$ cat src/rtl/led_scan_pkg.sv
// led_scan_pkg -- definitions shared by the LED scan controller files.
//   scan_state_e : scan sequencer states (IDLE / BLANK / DRIVE)
//   MAX_N        : largest supported grid edge
package led_scan_pkg;

    localparam int MAX_N = 8;

    typedef enum logic [1:0] {
        IDLE  = 2'd0,
        BLANK = 2'd1,
        DRIVE = 2'd2
    } scan_state_e;

endpackage

$ cat src/rtl/led_scan_timer.sv
// led_scan_timer -- loadable down-counter for blank and dwell intervals.
// Ports:
//   clk, rst_n      : clock, synchronous active-low reset
//   load, load_val  : load count with load_val on this edge
//   count           : current count
//   count_next      : value count takes at the next edge
//   done            : count has reached zero
module led_scan_timer #(
    parameter int CW = 4
) (
    input  logic          clk,
    input  logic          rst_n,
    input  logic          load,
    input  logic [CW-1:0] load_val,
    output logic [CW-1:0] count,
    output logic [CW-1:0] count_next,
    output logic          done
);

    logic [CW-1:0] count_q;
    logic [CW-1:0] count_d;

    always_comb begin
        count_d = count_q;
        if (load) begin
            count_d = load_val;
        end else if (count_q != '0) begin
            count_d = count_q - 1'b1;
        end
    end

    always_ff @(posedge clk) begin
        if (!rst_n) begin
            count_q <= '0;
        end else begin
            count_q <= count_d;
        end
    end

    assign count      = count_q;
    assign count_next = count_d;
    assign done       = (count_q == '0);

endmodule

$ cat src/rtl/led_scan_controller.sv
// led_scan_controller -- double-buffered column scanner for an N x N LED
// array. A frame is accepted into a pending buffer with a valid/ready
// handshake and moved to the active buffer only at a scan boundary, so the
// array never shows a torn frame.
//
// Handshake: a frame transfers on every rising edge where frame_valid and
// frame_ready are both high; while frame_valid is high and frame_ready low
// the source holds frame_data stable. frame_ready is low whenever the
// pending buffer is full.
//
// Ports:
//   clk, rst_n        : clock, synchronous active-low reset
//   frame_valid/data  : offered frame (N*N cell bits)
//   frame_ready       : pending buffer empty
//   ena               : column driver enable (registered)
//   x                 : column index (registered)
//   cells             : active frame
//   frame_done        : high during the final DRIVE clock of the last column
//   brightness        : 3-bit duty control, only when LED_SCAN_BRIGHTNESS_EN
//                       is defined
module led_scan_controller
    import led_scan_pkg::*;
#(
    parameter int N            = 5,
    parameter int DWELL_CYCLES = 1000,
    parameter int BLANK_CYCLES = 2
) (
    input  logic                 clk,
    input  logic                 rst_n,
    input  logic                 frame_valid,
    input  logic [N*N-1:0]       frame_data,
    output logic                 frame_ready,
`ifdef LED_SCAN_BRIGHTNESS_EN
    input  logic [2:0]           brightness,
`endif
    output logic                 ena,
    output logic [$clog2(N):0]   x,
    output logic [N*N-1:0]       cells,
    output logic                 frame_done
);

    localparam int XW = $clog2(N) + 1;
    localparam int CW = $clog2((DWELL_CYCLES > BLANK_CYCLES) ? DWELL_CYCLES : BLANK_CYCLES) + 1;
    localparam logic [CW-1:0] DWELL_LOAD = CW'(DWELL_CYCLES - 1);
    localparam logic [CW-1:0] BLANK_LOAD = CW'(BLANK_CYCLES - 1);
    localparam logic [XW-1:0] X_LAST     = XW'(N - 1);

    scan_state_e    state_q, state_d;
    logic [XW-1:0]  x_q, x_d;
    logic           ena_q, ena_d;
    logic           frame_done_q, frame_done_d;
    logic [N*N-1:0] pending_q, pending_d;
    logic           pending_full_q, pending_full_d;
    logic [N*N-1:0] active_q, active_d;

    logic           tmr_load;
    logic [CW-1:0]  tmr_load_val;
    logic [CW-1:0]  tmr_count;
    logic [CW-1:0]  tmr_count_next;
    logic           tmr_done;
    logic [CW-1:0]  elapsed_next;

    led_scan_timer #(.CW(CW)) u_timer (
        .clk        (clk),
        .rst_n      (rst_n),
        .load       (tmr_load),
        .load_val   (tmr_load_val),
        .count      (tmr_count),
        .count_next (tmr_count_next),
        .done       (tmr_done)
    );

    // Sequencer and buffer next-state.
    always_comb begin
        state_d        = state_q;
        x_d            = x_q;
        pending_d      = pending_q;
        pending_full_d = pending_full_q;
        active_d       = active_q;
        tmr_load       = 1'b0;
        tmr_load_val   = '0;

        // Capture can only happen with the flag clear, and a swap only with
        // it set, so the two never fight over pending_full.
        if (frame_valid && !pending_full_q) begin
            pending_d      = frame_data;
            pending_full_d = 1'b1;
        end

        case (state_q)
            IDLE: begin
                if (pending_full_q) begin
                    active_d       = pending_q;
                    pending_full_d = 1'b0;
                    x_d            = '0;
                    state_d        = BLANK;
                    tmr_load       = 1'b1;
                    tmr_load_val   = BLANK_LOAD;
                end
            end
            BLANK: begin
                if (tmr_done) begin
                    state_d      = DRIVE;
                    tmr_load     = 1'b1;
                    tmr_load_val = DWELL_LOAD;
                end
            end
            DRIVE: begin
                if (tmr_done) begin
                    state_d      = BLANK;
                    tmr_load     = 1'b1;
                    tmr_load_val = BLANK_LOAD;
                    if (x_q == X_LAST) begin
                        x_d = '0;
                        if (pending_full_q) begin
                            active_d       = pending_q;
                            pending_full_d = 1'b0;
                        end
                    end else begin
                        x_d = x_q + 1'b1;
                    end
                end
            end
            default: begin
                state_d = IDLE;
                x_d     = '0;
            end
        endcase
    end

    // ena and frame_done are registered, so they are computed one clock
    // ahead from the timer's next count: elapsed_next is the DRIVE clock
    // index the next cycle will be.
    always_comb begin
        elapsed_next = DWELL_LOAD - tmr_count_next;
        frame_done_d = (state_d == DRIVE) && (x_d == X_LAST) && (tmr_count_next == '0);
`ifdef LED_SCAN_BRIGHTNESS_EN
        ena_d = (state_d == DRIVE) &&
                (int'(elapsed_next) < (((int'(brightness) + 1) * DWELL_CYCLES) / 8));
`else
        ena_d = (state_d == DRIVE);
`endif
    end

    always_ff @(posedge clk) begin
        if (!rst_n) begin
            state_q        <= IDLE;
            x_q            <= '0;
            ena_q          <= 1'b0;
            frame_done_q   <= 1'b0;
            pending_q      <= '0;
            pending_full_q <= 1'b0;
            active_q       <= '0;
        end else begin
            state_q        <= state_d;
            x_q            <= x_d;
            ena_q          <= ena_d;
            frame_done_q   <= frame_done_d;
            pending_q      <= pending_d;
            pending_full_q <= pending_full_d;
            active_q       <= active_d;
        end
    end

    assign frame_ready = !pending_full_q;
    assign ena         = ena_q;
    assign x           = x_q;
    assign cells       = active_q;
    assign frame_done  = frame_done_q;

    // tmr_count is only observed through count_next/done.
    logic unused_count;
    assign unused_count = ^tmr_count;

endmodule
$ cat config.mk
export PLATFORM = sky130hd
export DESIGN_NAME = led_scan_controller
export DESIGN_NICKNAME = d
export VERILOG_FILES = /design/src/rtl/led_scan_pkg.sv /design/src/rtl/led_scan_timer.sv /design/src/rtl/led_scan_controller.sv
export SDC_FILE = /design/constraint.sdc
export NUM_CORES = 1
export LEC_CHECK = 0
export BUFFER_PORTS_ARGS = -buffer_cell sky130_fd_sc_hd__buf_2
export CORE_MARGIN = 2
export CORE_UTILIZATION = 55
export CTS_CLUSTER_SIZE = 8
export DETAILED_ROUTE_END_ITERATION = 16
export PLACE_DENSITY = 0.77
export SLEW_MARGIN = 40
export SYNTH_ARGS = -nofsm -noshare
export SYNTH_HDL_FRONTEND = slang
export SYNTH_HIERARCHICAL = 1
export SYNTH_SLANG_ARGS = --single-unit
$ cat constraint.sdc
create_clock -name clk -period 3.48 [get_ports clk]
set_input_delay 0.174 -clock clk [delete_from_list [all_inputs] [get_ports clk]]
set_output_delay 0.174 -clock clk [all_outputs]
set_load 0.02 [all_outputs]
==> results.toml, run 1 <==
[die]
row_count = 27
die_w_um = 80.5
core_area_um2 = 5570
dieHeight_um = 80.5
ios = 60
dieArea_um2 = 6480
initial_utilization = 0.577

[timing]
relSlewSlack = 0.585
fin_setup_tns_ns = 0
worst_pin_slew_ns = 0.616
hold_viol = 0
setup_slack_ns = 0.362
setup_violations = 0
slew_viol_final = 0
fin_crit_sh = 0.896
fin_worst_skew_ns = 0.0101
fin_crit_ns = 3.12
fmax_ghz = 0.321
rsz0062_at_grt = "no"

[setup_path]
cpMaxStageDelayCell = "or3b_1"
reg2reg_depth = 14
end_kind = "flip-flop"
worstPathRequired_ns = 3.73
critPathMaxFanout = 10
worstPathCellList = "inv_1, ha_1, or3b_1, nor3_1, buf_4, nand2_1, nor2_1, nand2b_1, o41ai_1, nor3_1, nor4_1, nand4_1, nor2_1, and4_1"
cpPeakStageDelay_ns = 0.52
start_kind = "flip-flop"
worstPathArrival_ns = 3.37
crit_type = "flip-flop to flip-flop"

[pwr]
pwr-share-comb = 0.378
p_clk_frac = 0.227
p_sw_uw = 942
switching_share = 0.382
p_int_uw = 1530
irDropWorstVdd_v = 0.000486
p_leak_uw = 0.00168
p_per_area_nw_per_um2 = 665
seq_power_share = 0.395

[cts]
cts-resized-gates = 0
cts.sinks = 70
cts_tree = "yes"
hold_buffers = 0
cts.clk_slew.worst_paths_ns = 0.08
cts-root-buf = "clkbuf_8"
htree_num_levels = 3
cts_buffer_depth = 2
numCtsBuffers = 9
clk_latency_ns = 0.35
cts_setup_buffers = 0

[drt]
drc = 0
final_antenna_net_count = 0
drt-initial-drc-count = 227
routed_wl_um = 6880
drt-vias-per-instance = 5.49
vias = 2714
drt-wirelength-per-cell_um = 13.9
firstDrtPassIters = 4

[yosys]
ys_ff_latch = 70
synth_cell_type_count = 52
synthArstFlopShare = 0
ys.flop_type = "dfxtp_1"
synth.avg_cell_area_um2 = 8.91
synth_edf_count = 0
syn_inst = 361
ys_warn_count = 6
synth-seq-area-share = 0.436
syn_area_um2 = 3220

[global_routing]
grt_max_degree = 54
globalRoute.totalOverflow = 0
antenna_found_initial = 0
grt_pass1_wl_um = 11700
grtUsageTotal = 0.235
grt_pass1_vias = 2634

[placement]
place.gp.congestion = 0.886
dpl.hpwl_um = 4720
dp_slack_ns = 0.409
port_buffers = 59

[hold_path]
hp-class = "input port to flip-flop"
hold_depth = 3

[cells_and_area]
area_growth_pct = 15.4
drive_gt1_frac = 0.213
nFillCells = 471
multi_input_area_um2 = 1670
regArea_um2 = 1400
num-nets-final = 453
num_antenna_cells = 0

[run]
drv_cap = 0

[outcome]
outcome = "completed"
[final cells by class]
class	instances	area share
clock buffer	9	0.0334
clock inverter	6	0.0108
inverter	12	0.0121
multi-input combinational	260	0.450
sequential	70	0.377
tap	72	0.0243
timing repair buffer	65	0.0917
[cells in the final DEF, fill, tap and decap left out, types with 2 or more instances in the layout]
master / Yosys / layout
clkinvlp_4: 0 / 4
nor3_1: 5 / 5
nor2_1: 17 / 17
nor2b_1: 32 / 31
conb_1: 1 / 3
a31oi_1: 4 / 4
nand2b_1: 3 / 3
o311ai_0: 3 / 3
dfxtp_1: 70 / 70
inv_1: 10 / 10
nand2_1: 61 / 60
a211o_1: 2 / 2
mux2i_1: 26 / 26
a311oi_1: 3 / 3
nand4_1: 4 / 4
nor4_1: 6 / 6
a21boi_0: 10 / 10
ha_1: 7 / 7
and4_1: 2 / 2
clkbuf_8: 0 / 9
o31ai_1: 2 / 2
nor4b_1: 2 / 2
buf_2: 3 / 59
a21boi_1: 15 / 15
o21ai_0: 5 / 5
a211oi_1: 3 / 3
a21oi_1: 15 / 15
or4_1: 2 / 2
or3_1: 3 / 3
clkinv_2: 0 / 2
inv_2: 2 / 2
buf_4: 1 / 6
a41o_1: 2 / 2
o22ai_1: 2 / 2
nor3b_1: 3 / 3
[power groups by stage]
stage               logic [uW]  registers [uW]  clock network (uW)
global route              1030             991                 602
detailed placement         918             992                   0
global placement           904             986                   0
CTS                        921             974                 567
finish                     932             975                 561
floorplan                  708             983                   0
[state kept, by name, summed over array words and instances (netlist names)]
signal and flops:
cells 25, pending_full_q 1, ena 1, x 4, u_timer/count 11, pending_q 25, state_q 2, frame_done 1
[metal layers]
metal / wire [um] / vias to the layer above / global-route usage
met3: 511 / 12 / 0.0697
met2: 3240 / 85 / 0.371
met1: 3010 / 1240 / 0.292
met4: 120 / 0 / 0.112
li1: - / 1377 / -
met5: 0 / - / 0
[worst paths after layout]
check	from	endpoint	slack [ns]
min	frame_data[11]	pending_q[11]	0.05
min reg2reg	pending_q[11]	pending_q[11]	0.45
max reg2reg	u_timer/count[0]	frame_done	0.36
max	u_timer/count[0]	frame_done	0.36
[cells by family after synthesis]
group,synth area share
adder cells (fa/ha/maj),0.0272
AO/OA/AOI/OAI,0.169
other,0.00117
flip-flops,0.436
buffers and inverters,0.0502
multiplexers,0.0809
AND/OR/NAND/NOR,0.236
[worst max-delay path, delay by kind of cell, from the launching register on]
| family | cells | cell delay (ns) |
|---|---|---|
| buffers and inverters | 2 | 0.29 |
| AND/OR/NAND/NOR | 10 | 2.08 |
| flip-flops | 1 | 0.35 |
| adder cells (fa/ha/maj) | 1 | 0.20 |
| AO/OA/AOI/OAI | 1 | 0.09 |
[metrics by stage]
| stage | cells | hold WS [ns] | total power (uW) | util | area, um^2 |
|---|---|---|---|---|---|
| after CTS | 494 | 0.0472 | 2460 | 0.666 | 3710 |
| after detailed placement | 479 | 0.417 | 1910 | 0.637 | 3550 |
| final | 494 | 0.0499 | 2470 | 0.666 | 3710 |
| after global placement | 479 | 0.413 | 1890 | 0.635 | 3540 |
| after global routing | 494 | 0.0548 | 2620 | 0.666 | 3710 |
| after floorplan | 363 | 0.309 | 1690 | - | 3220 |
[synthesized netlist by cell type (all sizes together), types with 3 or more instances]
master / count / share of area
nor2b: 32 / 0.062
clkbuf: 13 / 0.015
or4: 3 / 0.0082
a21oi: 15 / 0.023
a21boi: 25 / 0.058
o21ai: 5 / 0.0078
ha: 7 / 0.027
o311ai: 3 / 0.0082
a31oi: 4 / 0.0078
nand4: 4 / 0.0078
nor3: 6 / 0.011
nor3b: 3 / 0.0070
nand2: 62 / 0.075
a211oi: 3 / 0.0070
buf: 8 / 0.021
mux2i: 26 / 0.081
nor4: 6 / 0.012
a311oi: 3 / 0.0082
nand2b: 3 / 0.0058
or3: 3 / 0.0058
dfxtp: 70 / 0.44
inv: 12 / 0.014
nor2: 17 / 0.020
No activity file was read; power rests on OpenSTA's default activity.
==> run 2: changes to the inputs <==
ABC_AREA = 1   (was not set)
REMOVE_ABC_BUFFERS = 1   (was not set)
==> results.toml, run 2 <==
[outcome]
outcome = "completed"

[hold_path]
hold_depth = 3
holdCritStartpoint = "frame_data[19]"
hold_end = "pending_q[19]"
hp-class = "input port to flip-flop"

[yosys]
syn_area_um2 = 3170
ys_top_cells_by_area = "dfxtp_1 (44%), nand2_1 (11%), nor2_1 (9.1%)"
synth_cell_type_count = 31
synthTopCellsByCount = "nand2_1 (91), nor2_1 (77), dfxtp_1 (70)"
synthArstFlopShare = 0
synth_edf_count = 0
synth_area_leader_cell = "dfxtp_1"
synth-seq-area-share = 0.442
synth.top_cell.area_share = 0.442
ys.flop_type = "dfxtp_1"
ys_warn_count = 6
synth.avg_cell_area_um2 = 7.22
yosysMostFrequentCell = "nand2_1"
syn_inst = 439
ys_ff_latch = 70

[timing]
hold_viol = 0
holdWs_ns = 0.0476
fin_crit_sh = 0.864
fin_setup_tns_ns = 0
fin_worst_skew_ns = 0.00911
setup_violations = 0
relSlewSlack = 0.521
slew_viol_final = 0
fin_crit_ns = 3.01
worst_pin_slew_ns = 0.715
fmax_ghz = 0.333
rsz0062_at_grt = "no"

[global_routing]
grt_pass1_vias = 2711
grt_pass1_wl_um = 11700
antenna_found_initial = 0
grtUsageTotal = 0.234
grt_max_degree = 31
globalRoute.totalOverflow = 0

[cells_and_area]
num_antenna_cells = 0
design_area_um2 = 3650
num-nets-final = 529
area_growth_pct = 15.4
nFillCells = 524
instances_no_fill = 570
mostFrequentLayoutCell = "nand2_1"
drive_gt1_frac = 0.181
layout_common_cells = "nand2_1 (91), nor2_1 (77), dfxtp_1 (70)"

[drt]
firstDrtPassIters = 5
drt-vias-per-instance = 5.21
vias = 2969
final_antenna_net_count = 0
drc = 0
routed_wl_um = 7110
drt-wirelength-per-cell_um = 12.5
drt-initial-drc-count = 137

[pwr]
finalPower_uw = 2690
p_leak_uw = 0.00172
p_clk_frac = 0.261
seq_power_share = 0.364
p_int_uw = 1650
pwr-share-comb = 0.375
p_per_area_nw_per_um2 = 736
switching_share = 0.388
p_sw_uw = 1040
irDropWorstVdd_v = 0.000376

[cts]
cts-root-buf = "clkbuf_8"
clk_latency_ns = 0.34
cts_buffer_depth = 2
cts-resized-gates = 0
cts_setup_buffers = 0
cts.sinks = 70
numCtsBuffers = 9
cts_tree = "yes"
htree_num_levels = 3
hold_buffers = 0
cts.clk_slew.worst_paths_ns = 0.07

[die]
core_area_um2 = 5540
ios = 60
row_count = 27
die_w_um = 79.9
initial_utilization = 0.572
dieHeight_um = 79.9
dieArea_um2 = 6380

[setup_path]
cp_top_family = "simple AND/OR/NAND/NOR gates"
cpMaxStageDelayCell = "or2_2"
start_kind = "flip-flop"
r2r_slack_ns = 0.47
worstReg2RegStart = "u_timer/count[0]"
worstPathCellList = "inv_1, ha_1, nand2_2, nor2_4, nand2_4, inv_1, nand2_1, a21oi_1, buf_4, clkinv_1, or2_2, nand2_1, inv_1, nor2_1, nand2_1, nor2_1, nand2_1, nor2_1, nand3_1, nor2_1"
worstPathArrival_ns = 3.29
worstPathRequired_ns = 3.76
critPathMaxFanout = 12
crit_type = "flip-flop to flip-flop"
end_kind = "flip-flop"
reg2reg_to = "frame_done"
critical_path_buf_inv_count = 5
cpPeakStageDelay_ns = 0.34
reg2reg_depth = 20

[placement]
place_area_um2 = 3440
port_buffers = 59
dpl.hpwl_um = 4850
place.gp.congestion = 0.878
placed_cells = 555

[run]
drv_cap = 0
-- run 2: changes by cell type after synthesis, moves of 5 or more --
| cell | before | now |
|---|---|---|
| nor2_1 | 17 | 77 |
| nand3_1 | 1 | 46 |
| nor2b_1 | 32 | 0 |
| nand2_1 | 61 | 91 |
| a21oi_1 | 15 | 41 |
| mux2i_1 | 26 | 0 |
| o21ai_0 | 5 | 31 |
| inv_1 | 10 | 31 |
| a21boi_1 | 15 | 0 |
| a21boi_0 | 10 | 0 |
| clkbuf_1 | 13 | 6 |
| nor4_1 | 6 | 0 |
| nor3_1 | 5 | 0 |
-- run 2: worst min-delay path: cells and delay by family --
| kind | cells | cell delay, ns |
|---|---|---|
| buf+inv | 1 | 0.07 |
| simple gates | 2 | 0.11 |
-- run 2: cell type report --
cell class                 instances  area, um^2  area share
clock inverter                     5        85.1      0.0233
inverter                          34         128      0.0349
sequential                        70        1400       0.383
multi-input combinational        318        1510       0.414
clock buffer                      10         128      0.0349
tap                               72        90.1      0.0246
timing repair buffer              61         310      0.0849
-- run 2: through the flow --
| step | utilization | setup slack [ns] |
|---|---|---|
| 2_1_floorplan | - | 0.407 |
| 3_3_place_gp | 0.621 | 0.652 |
| 3_5_place_dp | 0.621 | 0.509 |
| 4_1_cts | 0.660 | 0.485 |
| 5_1_grt | 0.660 | 0.165 |
| 6_report | 0.660 | 0.473 |
-- run 2: kinds of logic (layout without fill, tap and decap cells) --
kind of cell             after synthesis  in the layout  synth area share
buffers and inverters                 53            110            0.0825
flip-flops                            70             70             0.442
XOR/XNOR                               3              3           0.00830
adder cells (fa/ha/maj)                7              7            0.0276
AND/OR/NAND/NOR                      231            231             0.320
AO/OA/AOI/OAI                         74             74             0.118
other                                  1              3           0.00118
-- run 2: worst max-delay path by stage --
stage               cells after the start          to              from
floorplan                              19  frame_done  u_timer/count[0]
global placement                       20  frame_done  u_timer/count[0]
detailed placement                     20  frame_done  u_timer/count[0]
CTS                                    20  frame_done  u_timer/count[0]
global route                           20  frame_done  u_timer/count[0]
finish                                 20  frame_done  u_timer/count[0]
-- run 2: power by group through the flow --
stage               combinational (uW)  clock (uW)  sequential, uW
global placement                   976           0             991
CTS                               1000         716             978
global route                      1140         743             990
floorplan                          734           0            1010
detailed placement                 996           0             995
finish                            1010         702             978
-- run 2: layer usage --
layer | GRT usage | up-vias | routed length (um)
li1 | - | 1516 | -
met1 | 0.287 | 1349 | 3180
met2 | 0.397 | 95 | 3460
met3 | 0.0362 | 9 | 373
met4 | 0.114 | 0 | 91
met5 | 0 | - | 0
==> run 3: changes to the inputs <==
==> constraint.sdc (replaced) <==
create_clock -name clk -period 3.48 [get_ports clk]
set_input_delay 0.348 -clock clk [delete_from_list [all_inputs] [get_ports clk]]
set_output_delay 0.348 -clock clk [all_outputs]
set_load 0.02 [all_outputs]
==> results.toml, run 3 (synthesis results as in run 2) <==
[setup_path]
critical_path_buf_inv_count = 5
r2r_slack_ns = 0.42
worstPathArrival_ns = 3.34
worstPathCellList = "inv_1, ha_1, nand2_2, nor2_4, nand2_4, inv_1, nand2_1, a21oi_1, buf_4, clkinv_1, or2_2, nand2_1, inv_1, nor2_1, nand2_1, nor2_1, nand2_1, nor2_1, nand3_1, nor2_1"
cpPeakStageDelay_ns = 0.35
critPathMaxFanout = 12
crit_type = "flip-flop to flip-flop"
worstPathRequired_ns = 3.76
cpMaxStageDelayCell = "or2_2"
reg2reg_to = "frame_done"
cp_top_family = "simple AND/OR/NAND/NOR gates"
worstReg2RegStart = "u_timer/count[0]"
end_kind = "flip-flop"
start_kind = "flip-flop"
reg2reg_depth = 20

[cells_and_area]
design_area_um2 = 3610
nFillCells = 514
regArea_um2 = 1400
mostFrequentLayoutCell = "nand2_1"
drive_gt1_frac = 0.184
post-route-util = 0.652
num_antenna_cells = 0
layout_common_cells = "nand2_1 (91), nor2_1 (77), dfxtp_1 (70)"
num-nets-final = 529
multi_input_area_um2 = 1510
area_growth_pct = 14.1

[global_routing]
antenna_found_initial = 0
grt_pass1_vias = 2771
grtUsageTotal = 0.241
grt_max_degree = 31
globalRoute.totalOverflow = 0
grt_pass1_wl_um = 12100

[timing]
fmax_ghz = 0.327
slew_viol_final = 0
fin_crit_sh = 0.879
rsz0062_at_grt = "no"
hold_viol = 0
worst_pin_slew_ns = 0.784
setup_slack_ns = 0.422
fin_worst_skew_ns = 0.0132
fin_crit_ns = 3.06
setup_violations = 0
holdWs_ns = 0.222
fin_setup_tns_ns = 0
relSlewSlack = 0.474

[drt]
drt-initial-drc-count = 155
drt-vias-per-instance = 5.17
routed_wl_um = 7220
firstDrtPassIters = 4
drc = 0
final_antenna_net_count = 0
drt-wirelength-per-cell_um = 12.6
vias = 2953

[cts]
hold_buffers = 0
htree_num_levels = 3
clk_latency_ns = 0.35
cts-root-buf = "clkbuf_8"
cts_buffer_depth = 2
cts_tree = "yes"
cts-resized-gates = 0
cts_setup_buffers = 0
numCtsBuffers = 9
cts.clk_slew.worst_paths_ns = 0.08
cts.sinks = 70

[die]
dieHeight_um = 79.9
dieArea_um2 = 6380
initial_utilization = 0.572
row_count = 27
die_w_um = 79.9
core_area_um2 = 5540
ios = 60

[run]
drv_cap = 0

[placement]
place_area_um2 = 3440
dp_slack_ns = 0.485
place.gp.congestion = 0.877
dpl.hpwl_um = 4920
port_buffers = 59

[hold_path]
hold_depth = 3
hold_end = "pending_q[12]"
hp-class = "input port to flip-flop"
holdCritStartpoint = "frame_data[12]"

[outcome]
outcome = "completed"

[pwr]
p_per_area_nw_per_um2 = 710
p_leak_uw = 0.00170
switching_share = 0.414
p_int_uw = 1500
seq_power_share = 0.381
pwr-share-comb = 0.395
irDropWorstVdd_v = 0.000353
p_clk_frac = 0.224
p_sw_uw = 1060
run 3: cell count changes in the layout (fill, tap and decap cells not counted), sizes merged:
cell | before | now
bufinv | 2 | 0
inv | 32 | 34
clkbuf | 10 | 9
clkinv | 4 | 5
clkinvlp | 1 | 2
run 3: area by class of cell:
class / instances / area share
multi-input cells: 318 / 0.419
flip-flops and latches: 70 / 0.388
repair buffers: 61 / 0.0859
inverters: 34 / 0.0353
clock buffers: 9 / 0.0343
well taps: 72 / 0.0249
clock inverters: 7 / 0.0132
run 3: worst max-delay path by stage:
stage | slack [ns] | end | cells after the start | startpoint
4_1_cts | 0.46 | frame_done | 20 | u_timer/count[0]
2_1_floorplan | 0.41 | frame_done | 19 | u_timer/count[0]
6_report | 0.42 | frame_done | 20 | u_timer/count[0]
3_3_place_gp | 0.65 | frame_done | 20 | u_timer/count[0]
5_1_grt | 0.09 | frame_done | 20 | u_timer/count[0]
3_5_place_dp | 0.49 | frame_done | 20 | u_timer/count[0]
run 3: worst register-to-register path, delay by kind of cell, from the launching register on:
kind,cells,cell delay (ns)
flip-flops,1,0.32
AO/OA/AOI/OAI,1,0.14
AND/OR/NAND/NOR,13,1.53
adder cells (fa/ha/maj),1,0.20
buffers and inverters,5,0.81
run 3: layer usage:
metal	share of wire	global-route usage	vias to the layer above
met5	0	0	-
met4	0.019	0.0915	0
met3	0.050	0.0577	14
met2	0.47	0.398	69
met1	0.46	0.304	1348
li1	-	-	1522
run 3: power groups by stage:
| stage | sequential [uW] | combinational, uW | clock [uW] |
|---|---|---|---|
| 2_1_floorplan | 1010 | 734 | 0 |
| 3_3_place_gp | 991 | 976 | 0 |
| 3_5_place_dp | 994 | 999 | 0 |
| 4_1_cts | 977 | 1000 | 583 |
| 5_1_grt | 991 | 1150 | 620 |
| 6_report | 977 | 1010 | 574 |
run 3: stage by stage:
step,cells,total power (uW)
floorplan,422,1740
global placement,555,1970
detailed placement,555,1990
CTS,571,2560
global route,571,2760
finish,571,2570
